===== config.mk =====
export PLATFORM = sky130hd
export DESIGN_NAME = fetch_sequencer
export DESIGN_NICKNAME = d
export VERILOG_FILES = /design/src/rtl/fetch_sequencer.sv
export SDC_FILE = /design/constraint.sdc
export NUM_CORES = 1
export LEC_CHECK = 0
export BUFFER_PORTS_ARGS = -buffer_cell sky130_fd_sc_hd__buf_2
export CAP_MARGIN = 5
export CORE_ASPECT_RATIO = 1.25
export CORE_MARGIN = 8
export CORE_UTILIZATION = 34
export CTS_BUF_LIST = sky130_fd_sc_hd__clkbuf_8
export DETAILED_ROUTE_END_ITERATION = 6
export PLACE_DENSITY_LB_ADDON = 0.25
export RECOVER_POWER = 100
export SLEW_MARGIN = 20
export SYNTH_ARGS = -nofsm -noshare
export SYNTH_HDL_FRONTEND = slang
export SYNTH_SLANG_ARGS = --single-unit

===== constraint.sdc =====
create_clock -name ms_riscv32_mp_clk_in -period 2.62 [get_ports ms_riscv32_mp_clk_in]
set_input_delay 0.262 -clock ms_riscv32_mp_clk_in [delete_from_list [all_inputs] [get_ports ms_riscv32_mp_clk_in]]
set_output_delay 0.262 -clock ms_riscv32_mp_clk_in [all_outputs]
set_load 0.02 [all_outputs]

===== src/rtl/fetch_sequencer.sv =====
// Instruction fetch sequencer: one outstanding imem request, a single-entry output slot
// toward decode, and redirect handling. Define FETCH_SEQ_TIMEOUT_EN to add the response watchdog.
module fetch_sequencer #(
    parameter logic [31:0] RESET_PC       = 32'h0000_0000,
    parameter int          TIMEOUT_CYCLES = 255
) (
    input  logic        ms_riscv32_mp_clk_in,
    input  logic        ms_riscv32_mp_rst_in,
    output logic        imem_req_out,
    output logic [31:0] imem_addr_out,
    input  logic        imem_gnt_in,
    input  logic        imem_rvalid_in,
    input  logic [31:0] imem_rdata_in,
    input  logic        redirect_in,
    input  logic [31:0] redirect_pc_in,
    input  logic        stall_in,
    output logic        instr_valid_out,
    output logic [31:0] instr_out,
    output logic [31:0] pc_out,
    output logic        flush_out,
    output logic        fetch_err_out
);

    typedef enum logic [1:0] {RST, REQ, WAIT, DISCARD} state_t;

    state_t      state, state_n;
    logic [31:0] fetch_pc, fetch_pc_n;
    logic [31:0] instr_n, pc_n;
    logic        valid_n;
    logic        timeout;

    if (TIMEOUT_CYCLES < 1 || TIMEOUT_CYCLES > 255) begin : g_bad_timeout
        $error("TIMEOUT_CYCLES must be in 1..255");
    end

    assign imem_req_out  = (state == REQ) && (!instr_valid_out || !stall_in);
    assign imem_addr_out = {fetch_pc[31:2], 2'b00};
    assign flush_out     = !instr_valid_out || redirect_in;

`ifdef FETCH_SEQ_TIMEOUT_EN
    localparam logic [7:0] WD_LAST = 8'(TIMEOUT_CYCLES - 1);
    logic [7:0] wd_cnt;
    logic       in_wait;

    assign in_wait = (state == WAIT) || (state == DISCARD);
    assign timeout = in_wait && (wd_cnt == WD_LAST);

    always_ff @(posedge ms_riscv32_mp_clk_in) begin
        if (ms_riscv32_mp_rst_in) begin
            wd_cnt        <= 8'd0;
            fetch_err_out <= 1'b0;
        end else begin
            wd_cnt <= (in_wait && state_n != REQ) ? wd_cnt + 8'd1 : 8'd0;
            // A response or redirect arriving on the deadline cycle wins over the timeout.
            if (timeout && !redirect_in && !imem_rvalid_in)
                fetch_err_out <= 1'b1;
        end
    end
`else
    assign timeout       = 1'b0;
    assign fetch_err_out = 1'b0;
`endif

    always_comb begin
        state_n    = state;
        fetch_pc_n = fetch_pc;
        valid_n    = instr_valid_out && stall_in;
        instr_n    = instr_out;
        pc_n       = pc_out;
        if (redirect_in) begin
            fetch_pc_n = redirect_pc_in;
            valid_n    = 1'b0;
            // Anything already granted must have its response swallowed in DISCARD.
            unique case (state)
                RST:     state_n = REQ;
                REQ:     state_n = (imem_req_out && imem_gnt_in) ? DISCARD : REQ;
                WAIT:    state_n = imem_rvalid_in ? REQ : DISCARD;
                DISCARD: state_n = DISCARD;
                default: state_n = REQ;
            endcase
        end else begin
            unique case (state)
                RST:  state_n = REQ;
                REQ:  if (imem_req_out && imem_gnt_in) state_n = WAIT;
                WAIT: begin
                    if (imem_rvalid_in) begin
                        instr_n    = imem_rdata_in;
                        pc_n       = fetch_pc;
                        valid_n    = 1'b1;
                        fetch_pc_n = fetch_pc + 32'd4;
                        state_n    = REQ;
                    end else if (timeout) begin
                        state_n = REQ;
                    end
                end
                DISCARD: if (imem_rvalid_in || timeout) state_n = REQ;
                default: state_n = REQ;
            endcase
        end
    end

    always_ff @(posedge ms_riscv32_mp_clk_in) begin
        if (ms_riscv32_mp_rst_in) begin
            state           <= RST;
            fetch_pc        <= RESET_PC;
            instr_valid_out <= 1'b0;
            instr_out       <= 32'h0000_0013;
            pc_out          <= RESET_PC;
        end else begin
            state           <= state_n;
            fetch_pc        <= fetch_pc_n;
            instr_valid_out <= valid_n;
            instr_out       <= instr_n;
            pc_out          <= pc_n;
        end
    end

endmodule


After elaboration in Yosys (flattened, before gate mapping)
Index checks and enable logic that the tools add are counted.

word-level totals
  register bits = 99
  input bits = 70
  output and inout bits = 100
  word-level logic and storage cells = 39

operators by class
  add/subtract/negate cells = 1
  equality and inequality tests = 5
  multiplexer cells = 12
  bitwise logic cells = 1
  reductions and logical operators = 15

operator list
  cell                                                                      number
  32-bit 2-to-1 mux                                                         3
  32-bit by 3-bit adder with 32-bit output (second input constant)          1
  2-bit 2-to-1 mux                                                          5
  2-bit one-hot mux with 4 select lines                                     1
  2-bit one-hot mux with 3 select lines                                     1
  2-bit == test (second input constant)                                     2
  2-bit AND reduction                                                       2
  2-bit nonzero test                                                        2
  2-bit OR reduction                                                        2
  1-bit logical AND                                                         3
  3-bit by 1-bit inequality test with 1-bit output (second input constant)  1
  3-bit by 2-bit inequality test with 1-bit output (second input constant)  1
  3-bit AND reduction                                                       1
  2-bit by 1-bit == test with 1-bit output (second input constant)          1
  1-bit logical NOT                                                         2
  2-bit logical NOT                                                         1
  1-bit logical OR                                                          2
  1-bit 2-to-1 mux                                                          2
  1-bit NOT                                                                 1

Depth between registers and ports, before layout
  word-level depth = 7
  gate-level depth with buffers = 6
  gate-level depth less buffers = 5

Worst setup path after synthesis
Ideal clock, no wire load.

  path kind = reg2reg
  start point = register fetch_pc[7]
  end point = register fetch_pc[25]
  setup time = 91 ps
  arrival time = 1965 ps
  data required time = 2529 ps
  slack = 564 ps
  stages on the path, launching flop included = 6
  path buffers = 1
  period minus slack after synthesis = 2056 ps
  cells stage by stage = dfxtp_1 nand4_4 or4_1 buf_2 or4_1 a311oi_1

on the way
  longest elaborated chain between the ends = 4

ends and longest elaborated chain
  what                                      RTL line  RTL
  start: declaration                        27        logic [31:0] fetch_pc, fetch_pc_n;
  start signal: assignment                  111       fetch_pc <= fetch_pc_n;
  32-bit by 3-bit adder with 32-bit output  90        fetch_pc_n = fetch_pc + 32'd4;
  32-bit 2-to-1 mux                         86        if (imem_rvalid_in) begin
  32-bit 2-to-1 mux                         82        unique case (state)
  32-bit 2-to-1 mux                         70        if (redirect_in) begin

No other way between the ends. The select of a mux whose other input is x is not followed.
A chain may end at the register's enable or synchronous reset.

Worst setup path in the final report
Ends and elaborated chain as after synthesis.

==> run_results.csv <==
group,metric,value,unit
timing,fin_skew,16.77,ps
drt,num_vias,4467,
timing,slew_viol_final,0,
setup_path,reg2reg_depth,4,
min_path,hold_class,"primary input to register",
timing,maxSlewHeadroom,0.3358,
global_route,grt_use_total,0.1689,
timing,hold_violations,0,
place,hpwl,11120,um
global_route,grt_pass1_wl,23650,um
pwr,p_per_area,564.5,nW/um2
setup_path,cp-end-kind,"register",
pwr,total_power,3.032,mW
pwr,internal-power,2.222,mW
synthesis,synthesis.instances,575,
setup_path,arrival,2540,ps
setup_path,worstSetupStartpoint,"fetch_pc[7]",
floorplanning,fp.dieH,145.3,um
drt,drtIter0Drc,244,
drt,wirelength,14790,um
pwr,power.static_leakage,1.874,nW
pwr,worst_ir_drop_vdd,0.2639,mV
pwr,power_frac_clock,0.362,
synthesis,ys.flop_type,"dfxtp_1",
drt,via_per_inst,5.123,
cts,path_clk_slew,90,ps
synthesis,ys_types,50,
place,port_buffers,166,
final_layout,fillCellCount,1417,
cts,cts_resized,0,
min_path,hp-start,"imem_rdata_in[0]",
cts,cts-root-buf,"clkbuf_8",
place,pre_cts_ws,388.8,ps
timing,max_slew.worst_pin.slew,995.2,ps
timing,setup_viol,0,
cts,clock-sinks,99,
cts,clock_path_buffers,2,
timing,timing.final.crit_share,0.8638,
cts,cts_tree,"done",
synthesis,synth_area,4546,um2
timing,rsz0062_at_grt,"no",
pwr,power.switching,809.9,uW
final_layout,syn_to_final_growth,18.17,%
final_layout,drive_above_1_share,0.1498,
synthesis,synthArstFlopShare,0,
global_route,gr-total-overflow,0,
drt,wire_per_inst,16.96,um
floorplanning,rows,47,
run_status,status,"complete, no violations",
setup_path,critPathMaxFanout,8,
floorplanning,dieArea,17350,um2
place,gp_congestion,0.8048,
synthesis,ys_warn_count,0,
drt,drc,0,
global_route,antenna_found_initial,0,
global_route,grt_max_degree,42,
job,drv_cap,0,
pwr,power_frac_comb,0.106,
pwr,switching_share,0.2671,
timing,tns,0,ps
timing,setup_ws,356.9,ps
floorplanning,start_util,0.3451,
cts,clk_latency,380,ps
drt,m1WireLength,5885,um
cts,cts_hold_buf,0,
drt,wl_met2,7606,um
global_route,first_global_vias,4525,
drt,postRouteAntennaNets,0,
setup_path,cp.required,2900,ps
cts,cts_buffers,9,
timing,max_freq,0.4419,GHz
min_path,holdPathStages,3,
synthesis,ys_seq_area_frac,0.4360,
floorplanning,io_pins,170,
setup_path,r2r_start,"fetch_pc[7]",
pwr,p_seq_frac,0.532,
final_layout,final_util,0.4078,
drt,dr.max_layer_used,"met4",
setup_path,path_class,"register to register",
synthesis,syn_area_per_cell,7.905,um2
drt,wl_met3,903,um
synthesis,ys_ff_latch,99,
floorplanning,coreArea,13170,um2
final_layout,num-nets-final,768,
setup_path,cp-start-kind,"register",
final_layout,diodes,0,
synthesis,synth-edff-count,0,
timing,min_period,2263,ps
drt,dr.pass1.iters,4,
floorplanning,die_w,119.4,um
cts,h-tree-depth,3,
cts,postCtsSetupRepairBufs,0,
==> power by group through the flow <==
| stage | Clock (mW) | Combinational, mW | Sequential, mW |
|---|---|---|---|
| after floorplan | 0 | 0.241 | 1.64 |
| final | 1.10 | 0.321 | 1.61 |
| after detailed placement | 0 | 0.336 | 1.65 |
| after global routing | 1.19 | 0.352 | 1.62 |
| after global placement | 0 | 0.334 | 1.64 |
| after CTS | 1.13 | 0.338 | 1.61 |
==> through the flow <==
| step | area (um2) | hold WS [ps] | cells |
|---|---|---|---|
| 3_5_place_dp | 5299 | 444.6 | 857 |
| 5_1_grt | 5371 | 99.86 | 872 |
| 4_1_cts | 5514 | 82.21 | 872 |
| 3_3_place_gp | 5299 | 439.3 | 857 |
| 6_report | 5371 | 104.4 | 872 |
| 2_1_floorplan | 4553 | 386.3 | 577 |
==> path summary, 6_finish.rpt <==
path	slack, ps	to
max	360	fetch_pc[25]
min	100	instr_out[0]
max reg2reg	360	fetch_pc[25]
min reg2reg	460	instr_out[27]
==> registers in the layout, summed over array words and instances (netlist names) <==
signal	count
instr_valid_out	1
fetch_pc	32
instr_out	32
pc_out	32
state	2
==> area by class of cell <==
cell class / instances / area [um2] / share of cell area
Multi-Input combinational cell: 396 / 2091 / 0.3892
Clock inverter: 5 / 77.57 / 0.01444
Inverter: 7 / 26.28 / 0.004892
Tap cell: 171 / 214.0 / 0.03983
Sequential cell: 99 / 1982 / 0.3690
Timing Repair Buffer: 184 / 843.3 / 0.1570
Clock buffer: 10 / 137.6 / 0.02562
==> cells in the mapped netlist (all sizes together) (2+ instances only) <==
cell     number  area, um2
o2111a        2      22.52
nand4        14      102.6
mux2i         2      20.02
o41ai         3      26.28
or4           8      62.56
buf          39      284.0
a2111oi       2      17.52
a31oi         4      25.02
o31ai         5      37.54
nor2         26      97.59
clkbuf       36      175.2
o211a         2      20.02
nor2b         5      31.28
a311oi       12      105.1
o21ai         8      40.04
nor3          8      40.04
or3           8      50.05
inv           7      26.28
a211oi        6      45.04
a311o         2      20.02
nor4          9      56.30
dfxtp        99       1982
nand2       154      578.1
and4          6      55.05
nand3        13      65.06
and2          2      12.51
xnor2         8      70.07
and3          4      25.02
or3b          2      17.52
a21oi        66      330.3
==> cells in the final DEF, fill, tap and decap left out, types with 8 or more instances in the layout <==
cell type / n
dfxtp_1: 99
nor2_1: 25
a21oi_1: 66
buf_4: 14
nand4_1: 13
nand2_1: 153
xnor2_1: 8
nor3_1: 8
a311oi_1: 12
or3_1: 8
clkbuf_8: 10
nor4_1: 9
o21ai_0: 8
inv_1: 8
nand3_1: 13
clkbuf_1: 102
buf_2: 67
==> cell families (layout without fill, tap and decap cells) <==
family / after synthesis / in the layout / synth area share
xor gates and xnor gates: 8 / 8 / 0.01541
buffers and inverters: 82 / 206 / 0.1068
AOI/OAI and AO/OA: 118 / 118 / 0.1621
and+or+nand+nor: 264 / 264 / 0.2717
adders and majority gates: 1 / 1 / 0.002752
muxes: 2 / 2 / 0.004404
other: 1 / 3 / 0.0008250
DFF: 99 / 99 / 0.4360
==> layer usage <==
metal  global-route usage  up-vias
met3              0.04309       22
met1               0.1828     2093
li1                     -     2213
met4              0.08453        0
met2               0.2974      139
met5                    0        -
==> worst max-delay path: stages (launching register included) <==
cell	delay, ps
dfxtp_1	500
nand4_4	200
or4_1	670
or4_1	540
a311oi_1	270
Power figures use the tool's default switching activity.
